<file path="src/rtl/ising_logic_pkg.sv">
// Shared types for the Ising core logic: requester tags and the J-memory
// wide-port request/response structs used by the read bridge.
package ising_logic_pkg;

  typedef enum logic {
    PORT_LOAD = 1'b0,
    PORT_CMPT = 1'b1
  } port_tag_e;

  localparam int unsigned JAddrWidth = 10;
  localparam int unsigned JDataWidth = 256;
  localparam int unsigned JStrbWidth = JDataWidth / 8;

  typedef struct packed {
    logic [JAddrWidth-1:0] addr;
    logic                  write;
    logic [JDataWidth-1:0] data;
    logic [JStrbWidth-1:0] strb;
  } j_mem_q_t;

  typedef struct packed {
    j_mem_q_t q;
    logic     q_user;
    logic     q_valid;
  } j_mem_req_t;

  typedef struct packed {
    logic [JDataWidth-1:0] data;
    logic                  valid;
  } j_mem_p_t;

  typedef struct packed {
    logic     q_ready;
    j_mem_p_t p;
  } j_mem_rsp_t;

  function automatic port_tag_e mode_to_tag(input logic mode);
    if (mode) begin
      return PORT_CMPT;
    end else begin
      return PORT_LOAD;
    end
  endfunction

endpackage

</file>
<file path="src/rtl/ising_j_rd_bridge_tag_fifo.sv">
// In-order FIFO of requester tags for reads accepted by the J-memory port.
// The bridge never pushes when full nor pops when empty, so no status flags are kept.
module ising_j_rd_bridge_tag_fifo #(
  parameter int unsigned DATA_WIDTH = 1,
  parameter int unsigned DEPTH      = 2
) (
  input  logic                  clk_i,
  input  logic                  rst_ni,
  input  logic                  push_i,
  input  logic [DATA_WIDTH-1:0] data_i,
  input  logic                  pop_i,
  output logic [DATA_WIDTH-1:0] data_o
);

  localparam int unsigned PtrWidth = (DEPTH > 1) ? $clog2(DEPTH) : 1;

  logic [DATA_WIDTH-1:0] r_mem [DEPTH];
  logic [PtrWidth-1:0]   r_wr_ptr;
  logic [PtrWidth-1:0]   r_rd_ptr;

  function automatic logic [PtrWidth-1:0] ptr_next(input logic [PtrWidth-1:0] ptr);
    if (ptr == PtrWidth'(DEPTH - 1)) begin
      return '0;
    end else begin
      return ptr + PtrWidth'(1);
    end
  endfunction

  always_ff @(posedge clk_i or negedge rst_ni) begin
    if (!rst_ni) begin
      r_wr_ptr <= '0;
      r_rd_ptr <= '0;
      for (int i = 0; i < DEPTH; i++) begin
        r_mem[i] <= '0;
      end
    end else begin
      if (push_i) begin
        r_mem[r_wr_ptr] <= data_i;
        r_wr_ptr        <= ptr_next(r_wr_ptr);
      end
      if (pop_i) begin
        r_rd_ptr <= ptr_next(r_rd_ptr);
      end
    end
  end

  assign data_o = r_mem[r_rd_ptr];

endmodule

</file>
<file path="src/rtl/ising_j_rd_bridge.sv">
// Read bridge from the load and compute requesters onto the J-memory wide port:
// one pending request slot, bounded outstanding reads, in-order tag routing.
module ising_j_rd_bridge
  import ising_logic_pkg::*;
#(
  parameter int unsigned AddrWidth      = JAddrWidth,
  parameter int unsigned DataWidth      = JDataWidth,
  parameter int unsigned MaxOutstanding = 2,
  parameter type         mem_req_t      = j_mem_req_t,
  parameter type         mem_rsp_t      = j_mem_rsp_t
) (
  input  logic                 clk_i,
  input  logic                 rst_ni,
  input  logic                 mode_i,
  output logic                 mode_o,
  input  logic                 load_ren_i,
  input  logic [AddrWidth-1:0] load_raddr_i,
  output logic [DataWidth-1:0] load_rdata_o,
  output logic                 load_rvalid_o,
  input  logic                 cmpt_ren_i,
  input  logic [AddrWidth-1:0] cmpt_raddr_i,
  output logic [DataWidth-1:0] cmpt_rdata_o,
  output logic                 cmpt_rvalid_o,
  output mem_req_t             mem_req_o,
  input  mem_rsp_t             mem_rsp_i,
  output logic                 busy_o,
  input  logic                 clr_err_i,
  output logic [1:0]           err_o
);

  localparam int unsigned CntWidth = $clog2(MaxOutstanding + 1);

  port_tag_e             r_mode;
  logic                  r_pend_valid;
  logic [AddrWidth-1:0]  r_pend_addr;
  logic [CntWidth-1:0]   r_cnt;
  logic [1:0]            r_err;
  logic [DataWidth-1:0]  r_load_rdata;
  logic                  r_load_rvalid;
  logic [DataWidth-1:0]  r_cmpt_rdata;
  logic                  r_cmpt_rvalid;

  logic                  w_act_ren;
  logic [AddrWidth-1:0]  w_act_addr;
  logic                  w_inact_ren;
  logic                  w_any_ren;
  logic                  w_busy;
  logic                  w_q_valid;
  logic                  w_hs;
  logic                  w_pop;
  logic                  w_set_ovf;
  logic [0:0]            w_push_tag;
  logic [0:0]            w_pop_tag;

  always_comb begin
    if (r_mode == PORT_CMPT) begin
      w_act_ren   = cmpt_ren_i;
      w_act_addr  = cmpt_raddr_i;
      w_inact_ren = load_ren_i;
    end else begin
      w_act_ren   = load_ren_i;
      w_act_addr  = load_raddr_i;
      w_inact_ren = cmpt_ren_i;
    end
  end

  assign w_any_ren  = load_ren_i || cmpt_ren_i;
  assign w_busy     = r_pend_valid || (r_cnt != '0);
  assign w_q_valid  = r_pend_valid && (r_cnt < CntWidth'(MaxOutstanding));
  assign w_hs       = w_q_valid && mem_rsp_i.q_ready;
  // Responses arriving with nothing outstanding (e.g. after reset) are stale.
  assign w_pop      = mem_rsp_i.p.valid && (r_cnt != '0);
  assign w_set_ovf  = w_act_ren && r_pend_valid && !w_hs;
  assign w_push_tag = r_mode;

  always_comb begin
    mem_req_o         = '0;
    mem_req_o.q.addr  = r_pend_addr;
    mem_req_o.q.strb  = '1;
    mem_req_o.q_valid = w_q_valid;
  end

  ising_j_rd_bridge_tag_fifo #(
    .DATA_WIDTH (1),
    .DEPTH      (MaxOutstanding)
  ) i_tag_fifo (
    .clk_i  (clk_i),
    .rst_ni (rst_ni),
    .push_i (w_hs),
    .data_i (w_push_tag),
    .pop_i  (w_pop),
    .data_o (w_pop_tag)
  );

  // Mode only switches when fully idle so every in-flight tag matches its port.
  always_ff @(posedge clk_i or negedge rst_ni) begin
    if (!rst_ni) begin
      r_mode <= PORT_LOAD;
    end else if (!w_busy && !w_any_ren) begin
      r_mode <= mode_to_tag(mode_i);
    end
  end

  always_ff @(posedge clk_i or negedge rst_ni) begin
    if (!rst_ni) begin
      r_pend_valid <= 1'b0;
      r_pend_addr  <= '0;
    end else if (w_act_ren && (!r_pend_valid || w_hs)) begin
      r_pend_valid <= 1'b1;
      r_pend_addr  <= w_act_addr;
    end else if (w_hs) begin
      r_pend_valid <= 1'b0;
    end
  end

  always_ff @(posedge clk_i or negedge rst_ni) begin
    if (!rst_ni) begin
      r_cnt <= '0;
    end else begin
      case ({w_hs, w_pop})
        2'b10:   r_cnt <= r_cnt + CntWidth'(1);
        2'b01:   r_cnt <= r_cnt - CntWidth'(1);
        default: r_cnt <= r_cnt;
      endcase
    end
  end

  // A set wins over a simultaneous clear.
  always_ff @(posedge clk_i or negedge rst_ni) begin
    if (!rst_ni) begin
      r_err <= 2'b00;
    end else begin
      r_err <= {w_inact_ren, w_set_ovf} | (r_err & ~{2{clr_err_i}});
    end
  end

  always_ff @(posedge clk_i or negedge rst_ni) begin
    if (!rst_ni) begin
      r_load_rdata  <= '0;
      r_load_rvalid <= 1'b0;
      r_cmpt_rdata  <= '0;
      r_cmpt_rvalid <= 1'b0;
    end else begin
      r_load_rvalid <= 1'b0;
      r_cmpt_rvalid <= 1'b0;
      if (w_pop) begin
        if (port_tag_e'(w_pop_tag) == PORT_CMPT) begin
          r_cmpt_rdata  <= mem_rsp_i.p.data;
          r_cmpt_rvalid <= 1'b1;
        end else begin
          r_load_rdata  <= mem_rsp_i.p.data;
          r_load_rvalid <= 1'b1;
        end
      end
    end
  end

  assign mode_o        = r_mode;
  assign busy_o        = w_busy;
  assign err_o         = r_err;
  assign load_rdata_o  = r_load_rdata;
  assign load_rvalid_o = r_load_rvalid;
  assign cmpt_rdata_o  = r_cmpt_rdata;
  assign cmpt_rvalid_o = r_cmpt_rvalid;

endmodule

</file>
<file path="config.mk">
export PLATFORM = sky130hd
export DESIGN_NAME = ising_j_rd_bridge
export DESIGN_NICKNAME = d
export VERILOG_FILES = /design/src/rtl/ising_logic_pkg.sv /design/src/rtl/ising_j_rd_bridge_tag_fifo.sv /design/src/rtl/ising_j_rd_bridge.sv
export SDC_FILE = /design/constraint.sdc
export NUM_CORES = 1
export LEC_CHECK = 0
export ABC_AREA = 1
export CAP_MARGIN = 20
export CORE_AREA = 2 2 435 437
export CTS_BUF_LIST = sky130_fd_sc_hd__clkbuf_8
export CTS_CLUSTER_DIAMETER = 200
export DETAILED_ROUTE_END_ITERATION = 12
export DIE_AREA = 0 0 437 439
export GPL_TIMING_DRIVEN = 1
export PLACE_DENSITY = 0.33
export REMOVE_ABC_BUFFERS = 1
export SYNTH_ARGS = -nofsm -noshare
export SYNTH_HDL_FRONTEND = slang
export SYNTH_SLANG_ARGS = --single-unit
</file>
<file path="constraint.sdc">
create_clock -name clk_i -period 4.4 [get_ports clk_i]
set_input_delay 0.88 -clock clk_i [delete_from_list [all_inputs] [get_ports clk_i]]
set_output_delay 0.88 -clock clk_i [all_outputs]
set_load 0.05 [all_outputs]
</file>
* Yosys cells after proc, flatten, opt, wreduce, memory -nomap -nowiden
Index checks and enable logic that the tools add are counted.
** Word-level totals
- Register bits :: 534
- Bits of input ports :: 284
- Output and inout bits :: 819
- Logic and storage cells :: 68
** Cells by class
- Mux-type cells :: 19
- $lt $le $gt $ge :: 4
- Bitwise operators :: 6
- Equal/unequal tests :: 2
- $add $sub $neg :: 4
- Reduce and logical (&&, ||, !) cells :: 20
** Operators by type and width (count)
- $mux W1 :: 15
- $mux W10 :: 1
- $logic_and A1 B1 Y1 :: 8
- $reduce_bool A2 Y1 :: 3
- $ge A2 B2 Y1 const B :: 2
- $logic_not A1 Y1 :: 4
- $not A1 Y2 :: 2
- $pmux W2 S2 :: 1
- $reduce_and A2 Y1 :: 2
- $logic_or A1 B1 Y1 :: 3
- $add A1 B1 Y1 const B :: 2
- $add A2 B1 Y2 const B :: 1
- $and A2 B2 Y2 :: 1
- $bwmux W2 :: 1
- $eq A2 B1 Y1 const B :: 1
- $eq A2 B2 Y1 const B :: 1
- $lt A2 B1 Y1 const B :: 1
- $lt A2 B2 Y1 const B :: 1
- $not A2 Y2 :: 1
- $or A2 B2 Y2 :: 1
- $sub A2 B1 Y2 const B :: 1
- $demux W1 S1 :: 1
- $not A1 Y1 :: 1

* Logic depth before layout (Yosys ltp)
- Depth after elaboration :: 6
- Mapped depth :: 9

* Modules after synthesis
A second synthesis with hierarchy kept.
** Unflattened totals
- Cell total of the unflattened synthesis :: 2344
- Area, all modules :: 22352.7 µm²
** Modules (own cells, without submodules)
- ising_j_rd_bridge :: area an instance 22186.3 µm², instances 1, cells an instance 2326
- ising_j_rd_bridge_tag_fifo :: area an instance 166.4 µm², instances 1, cells an instance 18

* Worst setup path after synthesis
No wires, ideal clock.
- Path kind :: in2reg
- Start :: input mem_rsp_i[0] in the netlist's numbering
- End :: register r_cnt[1]
- Path slack :: 2.379 ns
- Arrival :: 1.905 ns
- Stages on the path :: 8
- Setup time :: 0.117 ns
- Data required time :: 4.283 ns
- Path through :: inv_1 > nor2_4 > buf_4 > buf_2 > ha_1 > or2_2 > nand4_1 > nand2_1
** On the way
- Longest elaborated chain between the ends :: 3
- Elaborated cells between the ends (all ways) :: 5
- Those cells by class :: eq/ne (2); mux (1); reduce/logical (2)
** Ends and longest elaborated chain
- start: declaration :: RTL line ising_j_rd_bridge.sv:25 : input mem_rsp_t mem_rsp_i,
- $logic_and A1 B1 Y1 (*) :: RTL line ising_j_rd_bridge.sv:72 : assign w_pop = mem_rsp_i.p.valid && (r_cnt != '0);
- named net i_tag_fifo.pop_i :: RTL line ising_j_rd_bridge_tag_fifo.sv:11 : input logic pop_i,
- $eq A2 B1 Y1 / $eq A2 B2 Y1 (equally long branches) :: RTL line ising_j_rd_bridge.sv:120 : case ({w_hs, w_pop})
- $pmux W2 S2 / $reduce_bool A2 Y1 (equally long branches)
- end signal: assignment :: RTL line ising_j_rd_bridge.sv:121 : 2'b10: r_cnt <= r_cnt + CntWidth'(1);
- end signal: assignment :: RTL line ising_j_rd_bridge.sv:122 : 2'b01: r_cnt <= r_cnt - CntWidth'(1);
- end signal: assignment :: RTL line ising_j_rd_bridge.sv:123 : default: r_cnt <= r_cnt;
- end: declaration :: RTL line ising_j_rd_bridge.sv:36 : logic [CntWidth-1:0] r_cnt;
The timed path passes the listed nets; every way through them passes the cells marked *.
A chain may end at the register's enable or synchronous reset.

==> summary.txt <==
worst skew pair latency: 0.86 ns
Max Cap Viol: 0
Pwr Density: 962 nW/um^2
final std cells w/o fill: 6053
Max clock buf depth: 3
part of the cycle the worst path needs: 76.3%
post-CTS setup buffers: 0
Syn-to-layout area delta: 52.4%
post-synthesis sequential area ratio: 57.2%
drt wl/cell: 19.8 um
Fin. Hold Viols: 0
share of cells above drive strength 1: 6.12%
Initial Util: 12.5%
fmax: 298 MHz
initial antenna violation count: 47
# clock sinks: 534
IO Port Bufs: 812
outcome: completed
CP Launch Point: r_pend_valid
Area after DPL: 33400 um^2
antenna viol nets, final: 0
total power: 34.3 mW
Reg clk slew, reported paths: 0.06 ns
CP Max Fanout: 4
Layout Nets: 3753
DP HPWL: 88400 um
CP Data Arrival Time: 2.48 ns
DRT iter0 DRCs: 1029
reg2reg start: i_tag_fifo.r_rd_ptr
Hold Buf Count CTS: 0
Post-Route WL: 120000 um
commonest non-fill, non-tap cell in the layout: nand2_1
first-pass GRT wire length: 164000 um
Worst Max-Slew Pin Slew: 0.932 ns
largest net degree at the start of global routing: 112
Tmin final: 3.36 ns
cts repair resizes: 0
Num CTS Buffers: 109
Crit. End Element: output port
required time worst endpoint: 3.52 ns
Netlist cell types: 19
RSZ-0062 raised after global routing: no
Hold Crit Class: input pin to async pin
Pleak: 17.0 nW
H-tree levels: 3
yosys warns: 0
Layout Skew: 0.0452 ns
Setup CP Type: register to output port
cell row count: 159
area of the mapped netlist: 23400 um^2
die height: 439 um
CTS root buffer: clkbuf_8
Rel. slew slack: 37.9%
Via density: 3.35
drt drc: 0
Peak VDD IR: 0.000372 V
syn avg cell area: 8.79 um^2
placed cell count: 5852
CTS tree: done
GRT Total Usage: 12.0%
remaining global-route overflow: 0
die area: 192000 um^2
Cells after Synth: 2659
core area: 187000 um^2
startpoint types: register
DR pass1 iterations: 7
Die W: 437 um
placer congestion estimate: 0.759
vias in the first global route: 19954
DR vias: 20265
post-route cell area: 35600 um^2
IO Count: 1103
Yosys reg bits: 534
Finish-stage setup viols: 0
fin. max-slew vios: 0
most frequent cells in the layout: 1099 x nand2_1, 811 x clkdlybuf4s50_1, 534 x dfrtp_1
-- Yosys cell counts (all sizes together) --
cell	n	area (um^2)
nand2	1103	4140
o21ai	3	15.0
ha	1	12.5
conb	2	7.51
xor2	1	8.76
inv	14	52.6
nand3	527	2640
xnor2	1	8.76
buf	438	2980
nand4	3	18.8
dfrtp	534	13400
nor2	4	25.0
or2	1	6.26
clkbuf	27	101
-- where the power goes --
| part | internal [mW] | switching [mW] |
|---|---|---|
| logic | 5.56 | 14.8 |
| clock network | 2.90 | 2.49 |
| registers | 7.24 | 1.28 |
| total | 15.7 | 18.5 |
-- per-stage QoR --
stage / utilization (%) / hold WS, ns / worst slack, ns / setup TNS [ns]
2_1_floorplan: - / 0.464 / -9.31 / -4793.17
5_1_grt: 19.0 / 0.0578 / 0.848 / 0
4_1_cts: 19.0 / 0.0140 / 0.867 / 0
3_3_place_gp: 17.9 / 0.453 / 1.23 / 0
3_5_place_dp: 17.9 / 0.457 / 1.17 / 0
6_report: 19.0 / 0.106 / 1.04 / 0
-- state kept, by name (all words and copies together), names as in the netlist, 2 cells and up --
name              cells
i_tag_fifo.r_mem      2
load_rdata_o        256
err_o                 2
cmpt_rdata_o        256
r_pend_addr          10
r_cnt                 2
-- per-layer routing --
layer	wire length (um)	GRT usage [%]	up-vias
met4	3080	3.83	58
met2	60900	20.9	637
met3	8920	4.40	215
met1	46400	13.6	9825
li1	-	-	9530
met5	386	0	-
-- layout make-up --
| type | count | area, um^2 |
|---|---|---|
| flip-flops and latches | 534 | 13400 |
| fillers | 20996 | 151000 |
| clock inverters | 57 | 360 |
| well taps | 2495 | 3120 |
| multi-input cells | 1934 | 7990 |
| clock buffers | 131 | 1800 |
| repair buffers | 875 | 8890 |
| inverters | 14 | 52.6 |
| diodes | 13 | 32.5 |
-- critical path, cell delays in order, from the launching register on --
cell and delay, ns:
dfrtp_1 0.39, inv_1 0.09, nor2_1 0.23, clkdlybuf4s50_1 0.93
-- worst paths after layout --
check / depth (start not counted) / end / slack [ns]
max in group asynchronous: 3 / cmpt_rdata_o[138] / 3.20
worst max register to register: 7 / load_rdata_o[188] / 2.11
min in group clk_i: 2 / cmpt_rdata_o[162] / 0.47
worst max-delay path: 3 / mem_req_o[0] / 1.04
worst min register to register: 2 / cmpt_rdata_o[162] / 0.47
worst min-delay path: 1 / load_rdata_o[101] / 0.11
-- cells by family (layout without fill, tap and decap cells) --
family | after synthesis | count (layout) | synth area share (%)
AOI/OAI and AO/OA | 3 | 3 | 0.0642
xor gates and xnor gates | 2 | 2 | 0.0749
adders and majority gates | 1 | 1 | 0.0535
buffers and inverters | 479 | 1077 | 13.4
DFF | 534 | 534 | 57.2
other | 2 | 303 | 0.0321
and+or+nand+nor | 1638 | 1638 | 29.2
No activity file was read; power rests on OpenSTA's default activity.
